<file path="src/rtl/uart_pkg.sv">
// Shared types and constants for the UART transmit queue: sender FSM
// states, the UART byte width and the default queue depth.
package uart_pkg;

  localparam int UART_BYTE_W    = 8;
  localparam int UART_TXQ_DEPTH = 8;

  typedef enum logic [1:0] {
    IDLE      = 2'd0,
    LAUNCH    = 2'd1,
    WAIT_BUSY = 2'd2,
    WAIT_DONE = 2'd3
  } tx_state_e;

endpackage

</file>
<file path="src/rtl/uart_tx_queue_if.sv">
// Bus-side and serializer-side signals of the UART transmit queue.
// slave is the queue's view, master is the view of whoever drives it.
interface uart_tx_queue_if
  import uart_pkg::*;
#(
  parameter int DEPTH = UART_TXQ_DEPTH
);

  logic                   wr;
  logic [UART_BYTE_W-1:0] wdata;
  logic                   tx_status;
  logic                   tx_en;
  logic [UART_BYTE_W-1:0] tx_data;
  logic                   full;
  logic                   empty;
  logic [$clog2(DEPTH):0] level;

  modport slave (
    input  wr, wdata, tx_status,
    output tx_en, tx_data, full, empty, level
  );

  modport master (
    output wr, wdata, tx_status,
    input  tx_en, tx_data, full, empty, level
  );

endinterface

</file>
<file path="src/rtl/uart_fifo_mem.sv">
// Byte storage for the transmit queue: DEPTH x 8 array, one write port,
// one registered read port. The array itself carries no reset; only the
// read register does, so the byte shown to the serializer resets to 0.
module uart_fifo_mem
  import uart_pkg::*;
#(
  parameter int DEPTH = UART_TXQ_DEPTH,
  localparam int AW   = $clog2(DEPTH)
) (
  input  logic                   CLK,
  input  logic                   Reset_n,
  input  logic                   wr_en,
  input  logic [AW-1:0]          wr_addr,
  input  logic [UART_BYTE_W-1:0] wr_data,
  input  logic                   rd_en,
  input  logic [AW-1:0]          rd_addr,
  output logic [UART_BYTE_W-1:0] rd_data
);

  logic [UART_BYTE_W-1:0] mem_reg [DEPTH];
  logic [UART_BYTE_W-1:0] rd_data_reg;

  // Write port: plain RAM write, no reset on the array.
  always_ff @(posedge CLK) begin
    if (wr_en) mem_reg[wr_addr] <= wr_data;
  end

  // Read port: read-before-write, so a pop and a push to the same slot
  // (full queue) returns the old head. Holds its value between pops.
  always_ff @(posedge CLK or negedge Reset_n) begin
    if (!Reset_n)   rd_data_reg <= '0;
    else if (rd_en) rd_data_reg <= mem_reg[rd_addr];
  end

  assign rd_data = rd_data_reg;

endmodule

</file>
<file path="src/rtl/uart_tx_queue.sv">
// UART transmit queue: circular byte buffer in front of a serializer,
// plus the sender FSM that pops one byte, pulses tx_en and waits for the
// serializer to go busy and then idle again.
// Optional feature: define UART_TXQ_OVF_EN to add the sticky overflow
// flag ovf and its clear input ovf_clr.
module uart_tx_queue
  import uart_pkg::*;
#(
  parameter int DEPTH = UART_TXQ_DEPTH
) (
  input  logic CLK,
  input  logic Reset_n,
`ifdef UART_TXQ_OVF_EN
  input  logic ovf_clr,
  output logic ovf,
`endif
  uart_tx_queue_if.slave bus
);

  localparam int AW = $clog2(DEPTH);
  localparam int LW = AW + 1;
  localparam logic [LW-1:0] LEVEL_FULL = LW'(DEPTH);

  logic [AW-1:0] wr_ptr_reg;
  logic [AW-1:0] rd_ptr_reg;
  logic [LW-1:0] level_reg;
  tx_state_e     state_reg;
  tx_state_e     state_next;
  logic          pop;
  logic          push;
  logic          tx_en_next;
  logic          full_w;
  logic          empty_w;

  assign full_w  = (level_reg == LEVEL_FULL);
  assign empty_w = (level_reg == '0);

  // A push is accepted when there is room, or when a pop frees the head
  // slot on the same edge.
  assign push = bus.wr && (!full_w || pop);

  uart_fifo_mem #(.DEPTH(DEPTH)) u_mem (
    .CLK     (CLK),
    .Reset_n (Reset_n),
    .wr_en   (push),
    .wr_addr (wr_ptr_reg),
    .wr_data (bus.wdata),
    .rd_en   (pop),
    .rd_addr (rd_ptr_reg),
    .rd_data (bus.tx_data)
  );

  // Pointer and occupancy registers; pointers wrap naturally at DEPTH.
  always_ff @(posedge CLK or negedge Reset_n) begin
    if (!Reset_n) begin
      wr_ptr_reg <= '0;
      rd_ptr_reg <= '0;
      level_reg  <= '0;
    end else begin
      if (push) wr_ptr_reg <= wr_ptr_reg + 1'b1;
      if (pop)  rd_ptr_reg <= rd_ptr_reg + 1'b1;
      case ({push, pop})
        2'b10:   level_reg <= level_reg + 1'b1;
        2'b01:   level_reg <= level_reg - 1'b1;
        default: level_reg <= level_reg;
      endcase
    end
  end

  // Sender FSM state register.
  always_ff @(posedge CLK or negedge Reset_n) begin
    if (!Reset_n) state_reg <= IDLE;
    else          state_reg <= state_next;
  end

  // Sender FSM next state, pop strobe and start pulse.
  always_comb begin
    state_next = state_reg;
    pop        = 1'b0;
    tx_en_next = 1'b0;
    case (state_reg)
      IDLE: begin
        if (!empty_w && bus.tx_status) begin
          pop        = 1'b1;
          state_next = LAUNCH;
        end
      end
      LAUNCH: begin
        tx_en_next = 1'b1;
        state_next = WAIT_BUSY;
      end
      WAIT_BUSY: begin
        if (!bus.tx_status) state_next = WAIT_DONE;
      end
      WAIT_DONE: begin
        if (bus.tx_status) state_next = IDLE;
      end
      default: state_next = IDLE;
    endcase
  end

  assign bus.tx_en = tx_en_next;
  assign bus.full  = full_w;
  assign bus.empty = empty_w;
  assign bus.level = level_reg;

`ifdef UART_TXQ_OVF_EN
  logic ovf_reg;
  logic wr_drop;

  // A write is dropped only when full and no pop makes room.
  assign wr_drop = bus.wr && !push;

  // Sticky overflow flag; a dropped write wins over a clear request.
  always_ff @(posedge CLK or negedge Reset_n) begin
    if (!Reset_n)     ovf_reg <= 1'b0;
    else if (wr_drop) ovf_reg <= 1'b1;
    else if (ovf_clr) ovf_reg <= 1'b0;
  end

  assign ovf = ovf_reg;
`else
  // Overflowing writes are simply discarded; push already excludes them.
`endif

endmodule

</file>
<file path="src/flat_wrapper.sv">
// flat-port wrapper written by rule: the top's interface ports become plain ports
module uart_tx_queue_flat import uart_pkg::*;
#(
  parameter int DEPTH = UART_TXQ_DEPTH
)
  (CLK, Reset_n, bus_wr, bus_wdata, bus_tx_status, bus_tx_en, bus_tx_data, bus_full, bus_empty, bus_level);
  uart_tx_queue_if #(.DEPTH(DEPTH)) bus_i ();
  input  logic CLK;
  input  logic Reset_n;
  input wire logic [$bits(bus_i.wr)-1:0] bus_wr;
  input wire logic [$bits(bus_i.wdata)-1:0] bus_wdata;
  input wire logic [$bits(bus_i.tx_status)-1:0] bus_tx_status;
  output wire logic [$bits(bus_i.tx_en)-1:0] bus_tx_en;
  output wire logic [$bits(bus_i.tx_data)-1:0] bus_tx_data;
  output wire logic [$bits(bus_i.full)-1:0] bus_full;
  output wire logic [$bits(bus_i.empty)-1:0] bus_empty;
  output wire logic [$bits(bus_i.level)-1:0] bus_level;
  assign bus_i.wr = bus_wr;
  assign bus_i.wdata = bus_wdata;
  assign bus_i.tx_status = bus_tx_status;
  assign bus_tx_en = bus_i.tx_en;
  assign bus_tx_data = bus_i.tx_data;
  assign bus_full = bus_i.full;
  assign bus_empty = bus_i.empty;
  assign bus_level = bus_i.level;
  uart_tx_queue #(.DEPTH(DEPTH)) u_core (.CLK(CLK), .Reset_n(Reset_n), .bus(bus_i));
endmodule
</file>
<file path="config.mk">
export PLATFORM = sky130hd
export DESIGN_NAME = uart_tx_queue_flat
export DESIGN_NICKNAME = d
export VERILOG_FILES = /design/src/rtl/uart_pkg.sv /design/src/rtl/uart_tx_queue_if.sv /design/src/rtl/uart_fifo_mem.sv /design/src/rtl/uart_tx_queue.sv /design/src/flat_wrapper.sv
export SDC_FILE = /design/constraint.sdc
export NUM_CORES = 1
export LEC_CHECK = 0
export CAP_MARGIN = 20
export CORE_MARGIN = 4
export CORE_UTILIZATION = 47
export CTS_CLUSTER_SIZE = 16
export DETAILED_ROUTE_END_ITERATION = 12
export PLACE_DENSITY = 0.66
export SLEW_MARGIN = 20
export SYNTH_ARGS = -nofsm -noshare
export SYNTH_HDL_FRONTEND = slang
export SYNTH_HIERARCHICAL = 1
export SYNTH_SLANG_ARGS = --single-unit
</file>
<file path="constraint.sdc">
create_clock -name CLK -period 3.85 [get_ports CLK]
set_input_delay 0.77 -clock CLK [delete_from_list [all_inputs] [get_ports CLK]]
set_output_delay 0.77 -clock CLK [all_outputs]
set_load 0.02 [all_outputs]
</file>
# Word-level counts from Yosys, hierarchy flattened

Memories as Yosys holds them, arrays and structs flattened. A register that Yosys moved wholly into a read port is not among the register bits.
Cells that the tools add are included.

Register bits: 12
RAM bits: 64
Input bits: 12
Output and inout bits: 15
Logic and storage cells: 38
Memories kept: 1

$add $sub $neg: 4
Equal/unequal tests: 9
Mux-type cells: 10
Reduce and logical (&&, ||, !) cells: 10

Memory list:

| memory               | words | bits a word | rd ports | clocked after memory_dff | write ports | RTL line            | source |
|---|---|---|---|---|---|---|---|
| u_core.u_mem.mem_reg | 8     | 8           | 1        | 1                        | 1           | uart_fifo_mem.sv:20 | `logic [UART_BYTE_W-1:0] mem_reg [DEPTH];` |

Operators with widths:

| cell                                                 | count |
|---|---|
| one-hot mux 2 bit (4 select lines)                   | 1 |
| one-hot mux 4 bit (2 select lines)                   | 1 |
| adder 3 x 1 -> 3 bit (second input constant)         | 2 |
| equality test 2 bit (second input constant)          | 3 |
| two-way mux 2 bit                                    | 3 |
| two-way mux 1 bit                                    | 5 |
| adder 4 x 1 -> 4 bit (second input constant)         | 1 |
| equality test 2 x 1 -> 1 bit (second input constant) | 2 |
| equality test 4 bit (second input constant)          | 1 |
| zero test 4 bit                                      | 1 |
| != test 2 bit (second input constant)                | 2 |
| subtractor 4 x 1 -> 4 bit (second input constant)    | 1 |
| zero test 1 bit                                      | 3 |
| AND reduction 3 bit                                  | 1 |
| logical AND 1 bit                                    | 2 |
| zero test 2 bit                                      | 1 |
| != test 2 x 1 -> 1 bit (second input constant)       | 1 |
| nonzero test 2 bit                                   | 1 |
| logical OR 1 bit                                     | 1 |

# Logic depth before layout (Yosys ltp)

Word-level depth: 9
Gate-level depth with buffers: 9
Mapped depth without buffers: 9

# Hierarchy

The synthesis kept the hierarchy.

By module, submodules not included:

| module        | instances | cells an instance | area an instance (µm²) | sequential area each (µm²) |
|---|---|---|---|---|
| uart_fifo_mem | 1         | 169               | 2861.5                 | 2122.0 |
| uart_tx_queue | 1         | 74                | 759.5                  | 300.3 |

# Worst setup path before layout

OpenSTA, ideal clock, no wires.

Path type: register to register
Start: register u_core.state_reg[0]
End: memory u_core.u_mem.mem_reg[4][0], enable pin
Setup time: 383 ps
Data arrival time: 1984 ps
Data required time: 3467 ps
Slack: 1482 ps
Cell stages (with the launch flop): 7
Buffers on the path: 0
Period minus slack after synthesis: 2368 ps
Cell sequence: dfrtp_1 -> inv_1 -> ha_1 -> nand2_1 -> a31oi_1 -> nand2_1 -> nor3_1

Longest elaborated chain between the ends: 6

RTL lines:

| what                                    | RTL line            | source |
|---|---|---|
| from (decl)                             | uart_tx_queue.sv:27 | `tx_state_e state_reg;` |
| from (signal assigned)                  | uart_tx_queue.sv:73 | `else state_reg <= state_next;` |
| zero test 2 bit                         | uart_tx_queue.sv:81 | `case (state_reg)` |
| two-way mux 1 bit                       | uart_tx_queue.sv:81 |  |
| logical OR 1 bit                        | uart_tx_queue.sv:40 | `assign push = bus.wr && (!full_w \|\| pop);` |
| logical AND 1 bit                       | uart_tx_queue.sv:40 |  |
| via u_core.push                         | uart_tx_queue.sv:30 | `logic push;` |
| two-way mux 1 bit                       | uart_fifo_mem.sv:25 | `if (wr_en) mem_reg[wr_addr] <= wr_data;` |
| two-way mux 1 bit (implied by the code) | uart_fifo_mem.sv:25 |  |
| to (decl)                               | uart_fifo_mem.sv:20 |  |

The timed path passes the listed nets, and every way through them passes these cells.

# Worst setup path in the final report

Start: register u_core.level_reg[1] (netlist: u_core/bus.level[1])
End: output bus_full

Longest elaborated chain between the ends: 1

RTL lines:

| what                   | RTL line            | source |
|---|---|---|
| from (decl)            | uart_tx_queue.sv:26 | `logic [LW-1:0] level_reg;` |
| from (signal assigned) | uart_tx_queue.sv:63 | `2'b10: level_reg <= level_reg + 1'b1;` |
| from (signal assigned) | uart_tx_queue.sv:64 | `2'b01: level_reg <= level_reg - 1'b1;` |
| from (signal assigned) | uart_tx_queue.sv:65 | `default: level_reg <= level_reg;` |
| equality test 4 bit    | uart_tx_queue.sv:35 | `assign full_w = (level_reg == LEVEL_FULL);` |
| to (decl)              | flat_wrapper.sv:15  | `output wire logic [$bits(bus_i.full)-1:0] bus_full;` |

No other way between the ends.

==> run_results.csv <==
group,metric,value,unit
status,status,"finished, final reports clean",
drt,drc,0,
power,comb_power_share,0.353,
synth,ys_warn_count,6,
synth,ys_types,42,
cells_and_area,largest_reg_flops,64,
drt,drt-total-wl,6970,µm
timing,hold_violations,0,
timing,slew_violations,0,
clock_network,clk_latency,0.34,ns
floorplanning,start_util,0.491,
clock_network,ctsResizeCount,0,
timing,min_period,2.83,ns
cells_and_area,drive_gt1_frac,0.0755,
cells_and_area,multi_input_comb_area,1090,µm²
synth,synth_cells,243,
floorplanning,core,7370,µm²
power,pwr-share-clk,0.170,
timing,grt_setup_unrepaired,"false",
clock_network,ctsHoldBuffers,0,
power,ir_drop,0.347,mV
floorplanning,die_x,95.8,µm
clock_network,cts.htree.levels,3,
placed_design,place_congestion,0.822,
drt,drt_iter0_drc,102,
timing,slew_headroom,0.324,
drt,vias_per_cell,5.34,
placed_design,place_inst,361,
cells_and_area,num_antenna_cells,0,
drt,ant_nets,0,
power,internal-power,1.94,mW
power,cellLeakagePower,1.58,nW
synth,synth_common_cells,"edfxtp_1 (64), mux2i_1 (25), dfrtp_1 (20), nor2b_1 (17), nand2_1 (13)",
clock_network,numClockSinks,84,
clock_network,cts_buffers,9,
timing,fin_skew,0.0120,ns
synth,yosysSeqAreaShare,0.669,
critical_path,r2r_end,"u_core/u_mem/mem_reg[6][7]",
critical_path,slowest_delay,0.60,ns
cells_and_area,final_nets,295,
critical_path,start_kind,"flip-flop",
global_route,grt_usage,0.170,
synth,synthTopCellsByArea,"edfxtp_1 (53%), dfrtp_1 (14%), mux2i_1 (6.9%)",
placed_design,io_buffers,26,
timing,post-route-period-util,0.736,
critical_path,cp.required,3.08,ns
synth,avgSynthCellArea,14.9,µm²
synth,synth-edff-count,64,
floorplanning,rows,31,
timing,worst_pin_slew,1.01,ns
clock_network,root_buffer,"clkbuf_8",
global_route,grt_start_max_net_pins,43,
power,p_switching,1.08,mW
timing,hold_ws,0.387,ns
synth,ys.flop_type,"edfxtp_1",
critical_path,reg2reg_from,"u_core/state_reg[1]",
drt,vias,2013,
drt,dr.pass1.iters,4,
power,pwr_density_cell,738,nW/µm²
critical_path,crit_type,"flip-flop to output port",
clock_network,cts_tree,"built",
critical_path,worstSetupEndpoint,"bus_full",
synth,synth_area,3620,µm²
timing,fin_tns_setup,0,ns
critical_path,r2r_cells,6,
power,swShare,0.359,
cells_and_area,fillerInstances,625,
timing,fmaxAchievable,353,MHz
cells_and_area,regArea,2420,µm²
clock_network,cts_buffer_depth,2,
clock_network,path_clk_slew,0.07,ns
synth,ys_ff_latch,84,
run,drv_cap,0,
synth,yosysMostFrequentCell,"edfxtp_1",
critical_path,cp.arrival,2.06,ns
drt,wl_per_cell,18.5,µm
global_route,grt_pass1_wl,11000,µm
power,p_seq_frac,0.477,
synth,synth-async-reset-ratio,0.238,
global_route,grt-ovfl-total,0,
critical_path,r2r_setup_slack,1.22,ns
critical_path,crit_path_cell_trace,"or4b_4 -> inv_1 -> clkdlybuf4s50_1",
critical_path,crit_slowest_cell,"or4b_4",
floorplanning,fp.dieArea,9170,µm²
timing,worst_slack,1.02,ns
placed_design,dpl_worst_slack,0.736,ns
floorplanning,die_h,95.8,µm
placed_design,dp_hpwl,4780,µm
clock_network,cts_setup_buffers,0,
synth,syn-num-nets,265,
synth,synth_top_area_cell,"edfxtp_1",
critical_path,crit_start,"u_core/bus.level[1]",
floorplanning,io_pins,27,
critical_path,end_kind,"output port",
synth,yosys.area.top_type_share,0.531,
hold_path,hp-class,"primary input to async pin",
timing,setup_viol,0,
cells_and_area,stdcell_count,377,
cells_and_area,area_delta_synth_final,13.2,%
critical_path,worstPathMaxFanout,9,
global_route,antenna_found_initial,0,
global_route,first_global_vias,2019,
==> critical path: cells and delay by family (launching register included) <==
family	cells	cell delay (ns)
flops	1	0.48
buf+inv	2	0.66
simple gates	1	0.60
==> how the worst min path moves through the flow <==
| stage | from | endpoint | slack (ns) | depth (start not counted) |
|---|---|---|---|---|
| floorplan | u_core/wr_ptr_reg[2] | u_core/wr_ptr_reg[2] | 0.46 | 1 |
| global placement | u_core/wr_ptr_reg[2] | u_core/wr_ptr_reg[2] | 0.51 | 1 |
| detailed placement | u_core/wr_ptr_reg[2] | u_core/wr_ptr_reg[2] | 0.51 | 1 |
| CTS | u_core/wr_ptr_reg[2] | u_core/wr_ptr_reg[2] | 0.52 | 1 |
| global route | Reset_n | u_core/u_mem/rd_data[2] | 0.40 | 1 |
| finish | Reset_n | u_core/state_reg[0] | 0.39 | 1 |
==> through the flow <==
| stage | cell area, µm² | total power, mW | util |
|---|---|---|---|
| finish | 4100 | 3.02 | 0.556 |
| global route | 4100 | 3.22 | 0.556 |
| CTS | 4100 | 3.05 | 0.557 |
| detailed placement | 3950 | 2.53 | 0.536 |
| global placement | 3950 | 2.51 | 0.536 |
| floorplan | 3620 | 2.18 | - |
==> power groups by stage <==
stage | registers [mW] | logic, mW | clock network [mW]
final | 1.44 | 1.07 | 0.513
after global routing | 1.48 | 1.16 | 0.574
after CTS | 1.44 | 1.07 | 0.531
after detailed placement | 1.46 | 1.07 | 0
after global placement | 1.46 | 1.05 | 0
after floorplan | 1.39 | 0.789 | 0
==> cell type report <==
class	instances	area share
Timing Repair Buffer	28	0.0660
Sequential cell	84	0.591
Multi-Input combinational cell	140	0.266
Inverter	10	0.00916
Clock inverter	1	0.00122
Tap cell	99	0.0302
Clock buffer	15	0.0357
==> placed cells by master, fill, tap and decap left out, types with 3 or more instances in the layout <==
master | Yosys | final
ha_1 | 9 | 9
nor3_1 | 3 | 3
a211o_1 | 8 | 8
inv_1 | 9 | 9
a22oi_1 | 8 | 8
clkdlybuf4s50_1 | 0 | 25
edfxtp_1 | 64 | 64
xnor2_1 | 5 | 5
a41o_1 | 8 | 8
nor2_1 | 6 | 6
a21oi_1 | 3 | 3
nand2_1 | 13 | 13
nor2b_1 | 17 | 17
mux2i_1 | 25 | 25
nand2b_1 | 4 | 4
clkbuf_1 | 1 | 6
clkbuf_8 | 0 | 9
nand3_1 | 9 | 9
dfrtp_1 | 20 | 19
==> layer usage <==
layer / track usage / wire, µm / up-vias
met2: 0.263 / 3330 / 46
met3: 0.0493 / 460 / 2
met5: 0 / 0 / -
met1: 0.232 / 3130 / 982
met4: 0.0498 / 43 / 0
li1: - / - / 983
==> cells by family after synthesis <==
| logic type | share of synthesized area |
|---|---|
| adder cells (fa/ha/maj) | 0.0366 |
| AO/OA/AOI/OAI | 0.0860 |
| flip-flops | 0.669 |
| buffers and inverters | 0.0297 |
| AND/OR/NAND/NOR | 0.0864 |
| XOR/XNOR | 0.0169 |
| multiplexers | 0.0753 |
(Power assumes the default switching activity.)
